--- src/rtl/mult_pkg.sv ---
// Shared definitions for the sequential shift-add multiplier.
package mult_pkg;

    localparam int unsigned MULT_WIDTH_DEFAULT = 32;

    typedef enum logic [1:0] {
        IDLE = 2'd0,
        RUN  = 2'd1,
        DONE = 2'd2
    } mult_state_t;

    // Bits needed to hold an iteration count of 0..width.
    function automatic int unsigned cnt_width(input int unsigned width);
        return $clog2(width + 1);
    endfunction

endpackage

--- src/rtl/mult_ctrl.sv ---
// Control FSM for mult_seq_n: IDLE/RUN/DONE sequencing, iteration
// counter, busy/done generation and datapath strobes.
module mult_ctrl
    import mult_pkg::*;
#(
    parameter int unsigned WIDTH = MULT_WIDTH_DEFAULT
) (
    input  logic clk,
    input  logic reset,
    input  logic start,
    input  logic early_exit,
    output logic busy,
    output logic done,
    output logic accept,
    output logic step,
    output logic finish
);

    localparam int unsigned CW = cnt_width(WIDTH);

    mult_state_t   state;
    logic [CW-1:0] cnt;

    assign busy   = (state == RUN);
    assign done   = (state == DONE);
    assign accept = start && ((state == IDLE) || (state == DONE));
    assign finish = (state == RUN) && ((cnt == '0) || early_exit);
    assign step   = (state == RUN) && !finish;

    // State and counter update; a start in RUN is ignored by construction.
    always_ff @(posedge clk) begin
        if (reset) begin
            state <= IDLE;
            cnt   <= '0;
        end else begin
            case (state)
                IDLE, DONE: begin
                    if (start) begin
                        state <= RUN;
                        cnt   <= CW'(WIDTH);
                    end else begin
                        state <= IDLE;
                    end
                end
                RUN: begin
                    if (finish) begin
                        state <= DONE;
                    end else begin
                        cnt <= cnt - CW'(1);
                    end
                end
                default: begin
                    state <= IDLE;
                    cnt   <= '0;
                end
            endcase
        end
    end

endmodule

--- src/rtl/mult_seq_n.sv ---
// Sequential shift-add multiplier, signed or unsigned, full 2*WIDTH result.
// Operand magnitudes are multiplied and the sign is applied at the end.
// Optional build macro: MULT_EARLY_EXIT_EN (finish as soon as the
// remaining multiplier bits are all zero; products are unchanged).
module mult_seq_n
    import mult_pkg::*;
#(
    parameter int unsigned WIDTH = MULT_WIDTH_DEFAULT
) (
    input  logic                 clk,
    input  logic                 reset,
    input  logic                 start,
    input  logic                 is_signed,
    input  logic [WIDTH-1:0]     a,
    input  logic [WIDTH-1:0]     b,
    output logic                 busy,
    output logic                 done,
    output logic [2*WIDTH-1:0]   product
);

    logic [WIDTH-1:0]   a_mag;
    logic [WIDTH-1:0]   b_mag;
    logic [2*WIDTH-1:0] mcand;
    logic [WIDTH-1:0]   mplier;
    logic [2*WIDTH-1:0] acc;
    logic               neg;
    logic               accept;
    logic               step;
    logic               finish;
    logic               early_exit;

`ifdef MULT_EARLY_EXIT_EN
    assign early_exit = (mplier == '0);
`else
    assign early_exit = 1'b0;
`endif

    mult_ctrl #(
        .WIDTH (WIDTH)
    ) u_ctrl (
        .clk        (clk),
        .reset      (reset),
        .start      (start),
        .early_exit (early_exit),
        .busy       (busy),
        .done       (done),
        .accept     (accept),
        .step       (step),
        .finish     (finish)
    );

    // Operand magnitudes; -2^(WIDTH-1) maps to 2^(WIDTH-1) as an unsigned value.
    always_comb begin
        a_mag = a;
        b_mag = b;
        if (is_signed && a[WIDTH-1]) a_mag = -a;
        if (is_signed && b[WIDTH-1]) b_mag = -b;
    end

    // Datapath registers: load on accept, shift-add per step, sign-fix on finish.
    always_ff @(posedge clk) begin
        if (reset) begin
            mcand   <= '0;
            mplier  <= '0;
            acc     <= '0;
            neg     <= 1'b0;
            product <= '0;
        end else if (accept) begin
            mcand  <= {{WIDTH{1'b0}}, a_mag};
            mplier <= b_mag;
            acc    <= '0;
            neg    <= is_signed & (a[WIDTH-1] ^ b[WIDTH-1]);
        end else if (step) begin
            if (mplier[0]) acc <= acc + mcand;
            mcand  <= mcand << 1;
            mplier <= mplier >> 1;
        end else if (finish) begin
            product <= neg ? -acc : acc;
        end
    end

endmodule

--- config.mk ---
export PLATFORM = sky130hd
export DESIGN_NAME = mult_seq_n
export DESIGN_NICKNAME = d
export VERILOG_FILES = /design/src/rtl/mult_pkg.sv /design/src/rtl/mult_ctrl.sv /design/src/rtl/mult_seq_n.sv
export SDC_FILE = /design/constraint.sdc
export NUM_CORES = 1
export LEC_CHECK = 0
export BUFFER_PORTS_ARGS = -buffer_cell sky130_fd_sc_hd__clkbuf_2
export CAP_MARGIN = 20
export CORE_UTILIZATION = 38
export CTS_CLUSTER_SIZE = 30
export DETAILED_ROUTE_END_ITERATION = 10
export GPL_TIMING_DRIVEN = 0
export PLACE_DENSITY = 0.62
export SYNTH_ARGS = -nofsm -noshare
export SYNTH_HDL_FRONTEND = slang
export SYNTH_HIERARCHICAL = 1
export SYNTH_SLANG_ARGS = --single-unit
--- constraint.sdc ---
create_clock -name clk -period 6.85 [get_ports clk]
set_input_delay 1.0275 -clock clk [delete_from_list [all_inputs] [get_ports clk]]
set_output_delay 1.0275 -clock clk [all_outputs]
set_load 0.02 [all_outputs]
Word level (Yosys, flattened, before mapping)
Index checks and enable logic that the tools add are counted.
{"block": "word_totals", "regBits": 233, "in_bits": 68, "word_cells": 50}
{"block": "op_classes", "addsub": 5, "n_eq_ne": 5, "mux": 13, "bitwise": 4, "reduce_logical": 15}
{"cell": "two-way mux 32 bit", "n": 6}
{"cell": "adder 64 bit", "n": 1}
{"cell": "two-way mux 64 bit", "n": 1}
{"cell": "negation 32 bit", "n": 2}
{"cell": "negation 64 bit", "n": 1}
{"cell": "two-way mux 6 bit", "n": 2}
{"cell": "case mux 6 bit (2 select lines)", "n": 1}
{"cell": "zero test 6 bit", "n": 1}
{"cell": "subtractor 6 x 1 -> 6 bit (second input constant)", "n": 1}
{"cell": "logical AND 1 bit", "n": 5}
{"cell": "!= test 2 bit (second input constant)", "n": 2}
{"cell": "case mux 2 bit (2 select lines)", "n": 1}
{"cell": "AND reduction 2 bit", "n": 2}
{"cell": "OR reduction 2 bit", "n": 2}
{"cell": "AND reduction 3 bit", "n": 1}
{"cell": "equality test 2 x 1 -> 1 bit (second input constant)", "n": 1}
{"cell": "equality test 2 bit (second input constant)", "n": 1}
{"cell": "zero test 2 bit", "n": 1}
{"cell": "two-way mux 2 bit", "n": 1}
{"cell": "!= test 2 x 1 -> 1 bit (second input constant)", "n": 1}
{"cell": "NOT 1 bit", "n": 2}
{"cell": "nonzero test 2 bit", "n": 1}
{"cell": "bitwise AND 1 bit", "n": 1}
{"cell": "zero test 1 bit", "n": 1}
{"cell": "other kinds (3)", "n": 3}

Logic depth before layout (Yosys ltp)
Gate-level depths: netlist (run 1).
{"block": "depth", "depth_word": 6, "mapped_depth": 13, "mapped_depth_nobuf": 13}

Cells and area by module
Netlist (run 1), hierarchy kept.
{"mod": "mult_seq_n", "n_inst": 1, "cells_each": 1795, "area_per_inst_um2": 14412.6, "seq_area_each_um2": 4504.3}
{"mod": "mult_ctrl", "n_inst": 1, "cells_each": 56, "area_per_inst_um2": 495.5, "seq_area_each_um2": 160.2}

Worst setup path before layout (run 1)
Ideal clock, no wire load.
{"block": "synth_timing", "kind": "input-to-reg", "start": "input port b[8]", "end": "register mplier[30]", "setup_time_ns": 0.086, "arrival_time_ns": 3.464, "required_time_ns": 6.764, "setup_slack_ns": 3.300, "path_stages": 10, "path_cell_list": "or4_4 nor4_4 nor3b_2 nand2_1 or4_4 or4_4 nor3_1 a21oi_1 xnor2_1 a211oi_1"}
{"block": "synth_between", "elab_chain_cells": 3}
{"item": "from (decl)", "line": "mult_seq_n.sv:15", "text": "input logic [WIDTH-1:0] b,"}
{"item": "negation 32 bit", "line": "mult_seq_n.sv:57", "text": "if (is_signed && b[WIDTH-1]) b_mag = -b;"}
{"item": "two-way mux 32 bit", "line": "mult_seq_n.sv:57"}
{"item": "two-way mux 32 bit", "line": "mult_seq_n.sv:68", "text": "end else if (accept) begin"}
{"item": "to (signal assigned)", "line": "mult_seq_n.sv:70", "text": "mplier <= b_mag;"}
{"item": "to (signal assigned)", "line": "mult_seq_n.sv:76", "text": "mplier <= mplier >> 1;"}
{"item": "to (decl)", "line": "mult_seq_n.sv:24", "text": "logic [WIDTH-1:0] mplier;"}
No other way between the ends.
A chain may end at the register's enable or synchronous reset.

Final worst setup path (run 1)
{"block": "layout_timing", "start": "register acc[2]", "end": "register product[63]"}
{"block": "layout_between", "elab_chain_cells": 2}
{"item": "from (decl)", "line": "mult_seq_n.sv:25", "text": "logic [2*WIDTH-1:0] acc;"}
{"item": "from (signal assigned)", "line": "mult_seq_n.sv:74", "text": "if (mplier[0]) acc <= acc + mcand;"}
{"item": "negation 64 bit", "line": "mult_seq_n.sv:78", "text": "product <= neg ? -acc : acc;"}
{"item": "two-way mux 64 bit", "line": "mult_seq_n.sv:78"}
{"item": "to (signal assigned)", "line": "mult_seq_n.sv:78"}
{"item": "to (decl)", "line": "mult_seq_n.sv:18", "text": "output logic [2*WIDTH-1:0] product"}
No other way between the ends.

==> results.ini, run 1 <==
[drt]
ant_nets = 0
post-route-drc-count = 0
wl_met1_mm = 21.3
routed_wl_mm = 47.2
avgRoutedWirePerCell_um = 18.4
firstDrtPassIters = 5
drt-initial-drc-count = 1138
wl_met2_mm = 21.2
vias = 14400
route.met3.wl_mm = 3.12
vias_per_cell = 5.63
topRoutingLayerUsed = met4

[clock_network]
cts_hold_buffers = 0
cts.sinks = 233
insertion_delay_ps = 550
cts_buffers = 28
h-tree-depth = 1
clock-root-buffer = clkbuf_16
postCtsSetupBuffers = 0
clk_path_buf_depth = 3
path_clk_slew_ps = 60
tritoncts = done
cts.repair.resized = 0

[pwr]
leakage_nw = 6.69
powerDensity_mw_per_mm2 = 210
switchingPower_mw = 1.02
intPower_mw = 2.59
p_total_mw = 3.61
power_frac_seq_pct = 41.0
p_sw_share_pct = 28.2
power_frac_clock_pct = 43.9
share_comb_of_total_power_pct = 15.1
ir_drop_uv = 175

[sta]
setup_viol = 0
worstMarginPinSlew_ps = 1030
finalCriticalPeriod_ps = 4100
whs_ps = 460
timing.fmax_mhz = 244
finalCritPeriodShare_pct = 59.8
final-max-slew-violation-count = 0
relSlewSlack_pct = 31.4
rsz0062_at_grt = false
fin_tns_setup_ps = 0
finClkSkew_ps = 16.4
finalHoldViolations = 0

[global_routing]
grt_pass1_vias = 13400
grt_max_degree = 14
grt_pass1_wl_mm = 73.1
grt_remaining_overflow = 0
antenna_found_initial = 1
track_usage_pct = 23.2

[synth]
synth.distinct_cells = 79
synth.largest_area_cell = dfxtp_1
syn-instance-count = 1851
synth_top_cell_area_share_pct = 31.3
synth_area_mm2 = 0.0149
synth-seq-cells = 233
async_flop_share_pct = 0
ys_warn_count = 6
synthFlopType = dfxtp_1
syn_area_per_cell_um2 = 8.05
yosysSeqAreaShare_pct = 31.3
synth.area.top_cells = dfxtp_1, a211oi_1, xor2_1
synth_edf_count = 0

[layout]
mostFrequentLayoutCells = dfxtp_1, a211oi_1, nand2_1
areaGrowthSynthToFinish_pct = 15.6
drive_gt1_share_pct = 10.6
layout.nets = 2155
final_common_cell = dfxtp_1
nFillCells = 3878

[worst_hold_path]
hold_class = flip-flop to flip-flop
hold_path_end = mplier[31]
hold-path-cell-count = 2
worst_hold_startpoint = mplier[31]

[worst_setup_path]
worst_ep_required_time_ps = 7260
critical_path_class = flip-flop to flip-flop
slowest_stage = or4_1
r2r_slack_ps = 2750
r2r_cells = 10
slowest_delay_ps = 630
arrival_ps = 4500
r2r_start = acc[2]
critPathCaptureType = flip-flop
path_cells = or4_1 > nor4_2 > nand2_1 > nor2_1 > nand2_1 > nor2_1 > nand2_1 > o31ai_1 > xor2_1 > a211oi_1
worstPathMaxFanout = 6
worst_r2r_endpoint = product[63]
cp-start-kind = flip-flop
critPathMostFrequentCell = nand2_1
crit_family = simple AND/OR/NAND/NOR gates
cp-startpoint = acc[2]
cp_num_buf_inv = 0

[place]
post-dp-hpwl_mm = 36.1
portBuffers = 133
gp_congestion = 0.948

[floorplanning]
std_cell_rows = 72
design.die.area_mm2 = 0.0400
ios = 134
initial_core_util_pct = 38.6
core-area_mm2 = 0.0386
die_w_um = 200
die_h_um = 200

[flow_run]
drv_cap = 0

[run_status]
status = finished clean

[worst register-to-register path, stage by stage (launching register included)]
cell and delay (ps):
dfxtp_1 400, or4_1 630, nor4_2 500, nand2_1 290, nor2_1 400, nand2_1 150
nor2_1 320, nand2_1 270, o31ai_1 420, xor2_1 450, a211oi_1 140
[flip-flops by register name, indices dropped and copies added, names as in the netlist]
signal / cells
acc: 64
mcand: 64
product: 64
mplier: 32
u_ctrl/cnt: 6
u_ctrl/state: 2
neg: 1
[Yosys cell counts (4+ instances only)]
master    number
and2_1         8
buf_1         11
nor3_1        20
mux2i_1       39
a21oi_1      136
inv_1         25
xnor2_1       57
o41ai_2        4
buf_2          5
or4_4          4
a31oi_1       11
xor2_1       114
nor2_1       180
nand4_1       27
o211ai_1       4
o41ai_1       12
or4_1         13
o21bai_1      18
nand2b_1      13
nor4_1         8
or3_1         21
a211oi_1     185
a21o_1        41
a221o_1        4
o21ai_0       90
o31ai_1       30
nor2b_1       68
clkbuf_1     111
nand3_1       17
nor4_2         4
o21a_1         9
dfxtp_1      233
nand2_1      182
and3_1         9
ha_1          68
a311oi_1      10
[worst max path at each step]
| stage | slack, ps | depth (start not counted) | endpoint |
|---|---|---|---|
| final | 2750 | 10 | product[63] |
| after CTS | 2810 | 10 | product[63] |
| after global routing | 2530 | 10 | product[63] |
| after global placement | 2590 | 8 | product[7] |
| after detailed placement | 2580 | 8 | product[4] |
| after floorplan | 3300 | 10 | mplier[30] |
[per-layer routing]
layer / GRT usage, % / vias to the layer above
met5: 0 / -
met4: 7.55 / 0
met3: 2.74 / 93
met2: 38.2 / 459
met1: 31.5 / 6785
li1: - / 7070
[metrics by stage]
stage	instances	utilization [%]	instance area (um^2)	worst slack (ps)
floorplan	1855	-	14900	3300
global placement	2506	42.0	16200	2590
detailed placement	2506	42.0	16200	2580
CTS	2557	44.6	17200	2810
global route	2557	44.6	17200	2530
finish	2558	44.6	17200	2750
[area by class of cell]
| type | instances | area [um^2] | share of cell area, % |
|---|---|---|---|
| tap | 518 | 648 | 3.76 |
| sequential | 233 | 4660 | 27.1 |
| inverter | 25 | 93.8 | 0.545 |
| timing repair buffer | 133 | 666 | 3.86 |
| buffer | 127 | 483 | 2.80 |
| clock inverter | 13 | 179 | 1.04 |
| multi-input combinational | 1470 | 9680 | 56.2 |
| antenna | 1 | 2.50 | 0.0145 |
| clock buffer | 38 | 810 | 4.70 |
[kinds of logic after synthesis]
group,share of synthesized area (%)
adders and majority gates,5.84
muxes,2.69
other,0.0252
xor gates and xnor gates,10.0
buffers and inverters,3.87
AOI/OAI and AO/OA,26.8
DFF,31.3
and+or+nand+nor,19.5
[power groups by stage]
stage / Sequential (mW) / Clock [mW] / Combinational (mW)
2_1_floorplan: 1.52 / 0 / 0.330
3_3_place_gp: 1.51 / 0 / 0.531
3_5_place_dp: 1.51 / 0 / 0.539
4_1_cts: 1.48 / 1.61 / 0.543
5_1_grt: 1.49 / 1.66 / 0.598
6_report: 1.48 / 1.59 / 0.545
Note: power is estimated with default switching activity, not from simulation.
==> run 2: changes to the inputs <==
==> constraint.sdc (replaced) <==
create_clock -name clk -period 4.21 [get_ports clk]
set_input_delay 0.6315 -clock clk [delete_from_list [all_inputs] [get_ports clk]]
set_output_delay 0.6315 -clock clk [all_outputs]
set_load 0.02 [all_outputs]
==> run 2 against run 1 <==
Effect of this change: routed wire length grew 0.37%; cell area is essentially flat; setup slack lost 2600 ps; clock-buffer cell count is the same; sequential share of layout area is essentially flat; sequential power grew 63%; global-route usage is the same; largest cell class unchanged.
==> results.ini, run 2 (same netlist as run 1, synthesis figures left out) <==
[run_status]
status = finished clean

[place]
portBuffers = 133
gp_congestion = 0.948
numPlacedInstances = 2506
post-dp-hpwl_mm = 36.1
post-place-ws_ps = 184

[sta]
setup_ws_ps = 194
fin_tns_setup_ps = 0
relSlewSlack_pct = 31.4
whs_ps = 397
finClkSkew_ps = 18.9
finalCriticalPeriod_ps = 4020
final-max-slew-violation-count = 0
setup_viol = 0
worstMarginPinSlew_ps = 1030
rsz0062_at_grt = false
finalHoldViolations = 0
timing.fmax_mhz = 249
finalCritPeriodShare_pct = 95.4

[clock_network]
cts.sinks = 233
cts.repair.resized = 0
clock-root-buffer = clkbuf_16
tritoncts = done
h-tree-depth = 1
cts_hold_buffers = 0
insertion_delay_ps = 560
postCtsSetupBuffers = 0
cts_buffers = 28
clk_path_buf_depth = 3
path_clk_slew_ps = 60

[layout]
final_cells = 2559
drive_gt1_share_pct = 10.6
nFillCells = 3874
register_area_mm2 = 0.00466
multi_input_area_mm2 = 0.00969
layout.nets = 2155
mostFrequentLayoutCells = dfxtp_1, a211oi_1, nand2_1
final_common_cell = dfxtp_1
reg_top3 = acc (64), mcand (64), product (64)
areaGrowthSynthToFinish_pct = 15.6

[floorplanning]
ios = 134
initial_core_util_pct = 38.6
die_h_um = 200
die_w_um = 200
design.die.area_mm2 = 0.0400
std_cell_rows = 72
core-area_mm2 = 0.0386

[worst_setup_path]
r2r_start = acc[2]
cp-startpoint = acc[2]
cp_num_buf_inv = 0
critPathMostFrequentCell = nand2_1
cp_num_cells = 10
arrival_ps = 4430
critPathCaptureType = flip-flop
worst_ep_required_time_ps = 4620
r2r_slack_ps = 190
critPathCapture = product[63]
crit_family = simple AND/OR/NAND/NOR gates
cp-start-kind = flip-flop
path_cells = or4_1 > nor4_4 > nand2_1 > nor2_1 > nand2_1 > nor2_1 > nand2_1 > o31ai_1 > xor2_1 > a211oi_1
worst_r2r_endpoint = product[63]
slowest_delay_ps = 640
slowest_stage = or4_1
worstPathMaxFanout = 6
critical_path_class = flip-flop to flip-flop
r2r_cells = 10

[global_routing]
antenna_found_initial = 1
track_usage_pct = 23.2
grt_pass1_vias = 13400
grt_pass1_wl_mm = 73.1
grt_max_degree = 14
grt_remaining_overflow = 0

[pwr]
share_comb_of_total_power_pct = 15.1
power_frac_seq_pct = 41.0
leakage_nw = 6.70
switchingPower_mw = 1.66
power_frac_clock_pct = 43.9
powerDensity_mw_per_mm2 = 341
p_total_mw = 5.88
ir_drop_uv = 286
p_sw_share_pct = 28.3
intPower_mw = 4.22

[drt]
drt-initial-drc-count = 1107
firstDrtPassIters = 5
ant_nets = 0
vias = 14400
post-route-drc-count = 0
avgRoutedWirePerCell_um = 18.5
routed_wl_mm = 47.4
vias_per_cell = 5.61

[worst_hold_path]
hold_class = input pin to flip-flop

[flow_run]
drv_cap = 0

run 2: worst min-delay path, stage by stage:
cell	delay (ps)
clkbuf_2	110
nand2_1	60
a311oi_1	80
run 2: layer usage:
layer	track usage [%]	up-vias	wire, um
li1	-	7064	-
met1	31.5	6768	21900
met2	38.2	425	21200
met3	2.74	93	2650
met4	7.55	0	1640
met5	0	-	0
run 2: area by class of cell:
type | instances | share of cell area (%)
multi-input cells | 1470 | 56.2
flip-flops and latches | 233 | 27.1
clock buffers | 38 | 4.70
repair buffers | 133 | 3.86
well taps | 518 | 3.76
plain buffers | 127 | 2.80
clock inverters | 13 | 1.04
inverters | 25 | 0.544
diodes | 2 | 0.0290
run 2: power by group through the flow:
| stage | Sequential [mW] | Combinational (mW) | Clock (mW) |
|---|---|---|---|
| 4_1_cts | 2.41 | 0.884 | 2.62 |
| 3_5_place_dp | 2.46 | 0.877 | 0 |
| 6_report | 2.41 | 0.888 | 2.58 |
| 2_1_floorplan | 2.48 | 0.537 | 0 |
| 3_3_place_gp | 2.46 | 0.865 | 0 |
| 5_1_grt | 2.42 | 0.973 | 2.70 |
run 2: worst min-delay path by stage:
| stage | from | slack (ps) | to | depth (start not counted) |
|---|---|---|---|---|
| 2_1_floorplan | mplier[31] | 440 | mplier[31] | 2 |
| 3_3_place_gp | mplier[31] | 450 | mplier[31] | 2 |
| 3_5_place_dp | mplier[31] | 450 | mplier[31] | 2 |
| 4_1_cts | a[1] | 380 | mcand[1] | 3 |
| 5_1_grt | a[1] | 410 | mcand[1] | 3 |
| 6_report | a[1] | 400 | mcand[1] | 3 |
run 2: through the flow:
| stage | area, um^2 | utilization, % |
|---|---|---|
| 3_3_place_gp | 16200 | 42.0 |
| 2_1_floorplan | 14900 | - |
| 4_1_cts | 17200 | 44.6 |
| 3_5_place_dp | 16200 | 42.0 |
| 6_report | 17200 | 44.6 |
| 5_1_grt | 17200 | 44.6 |
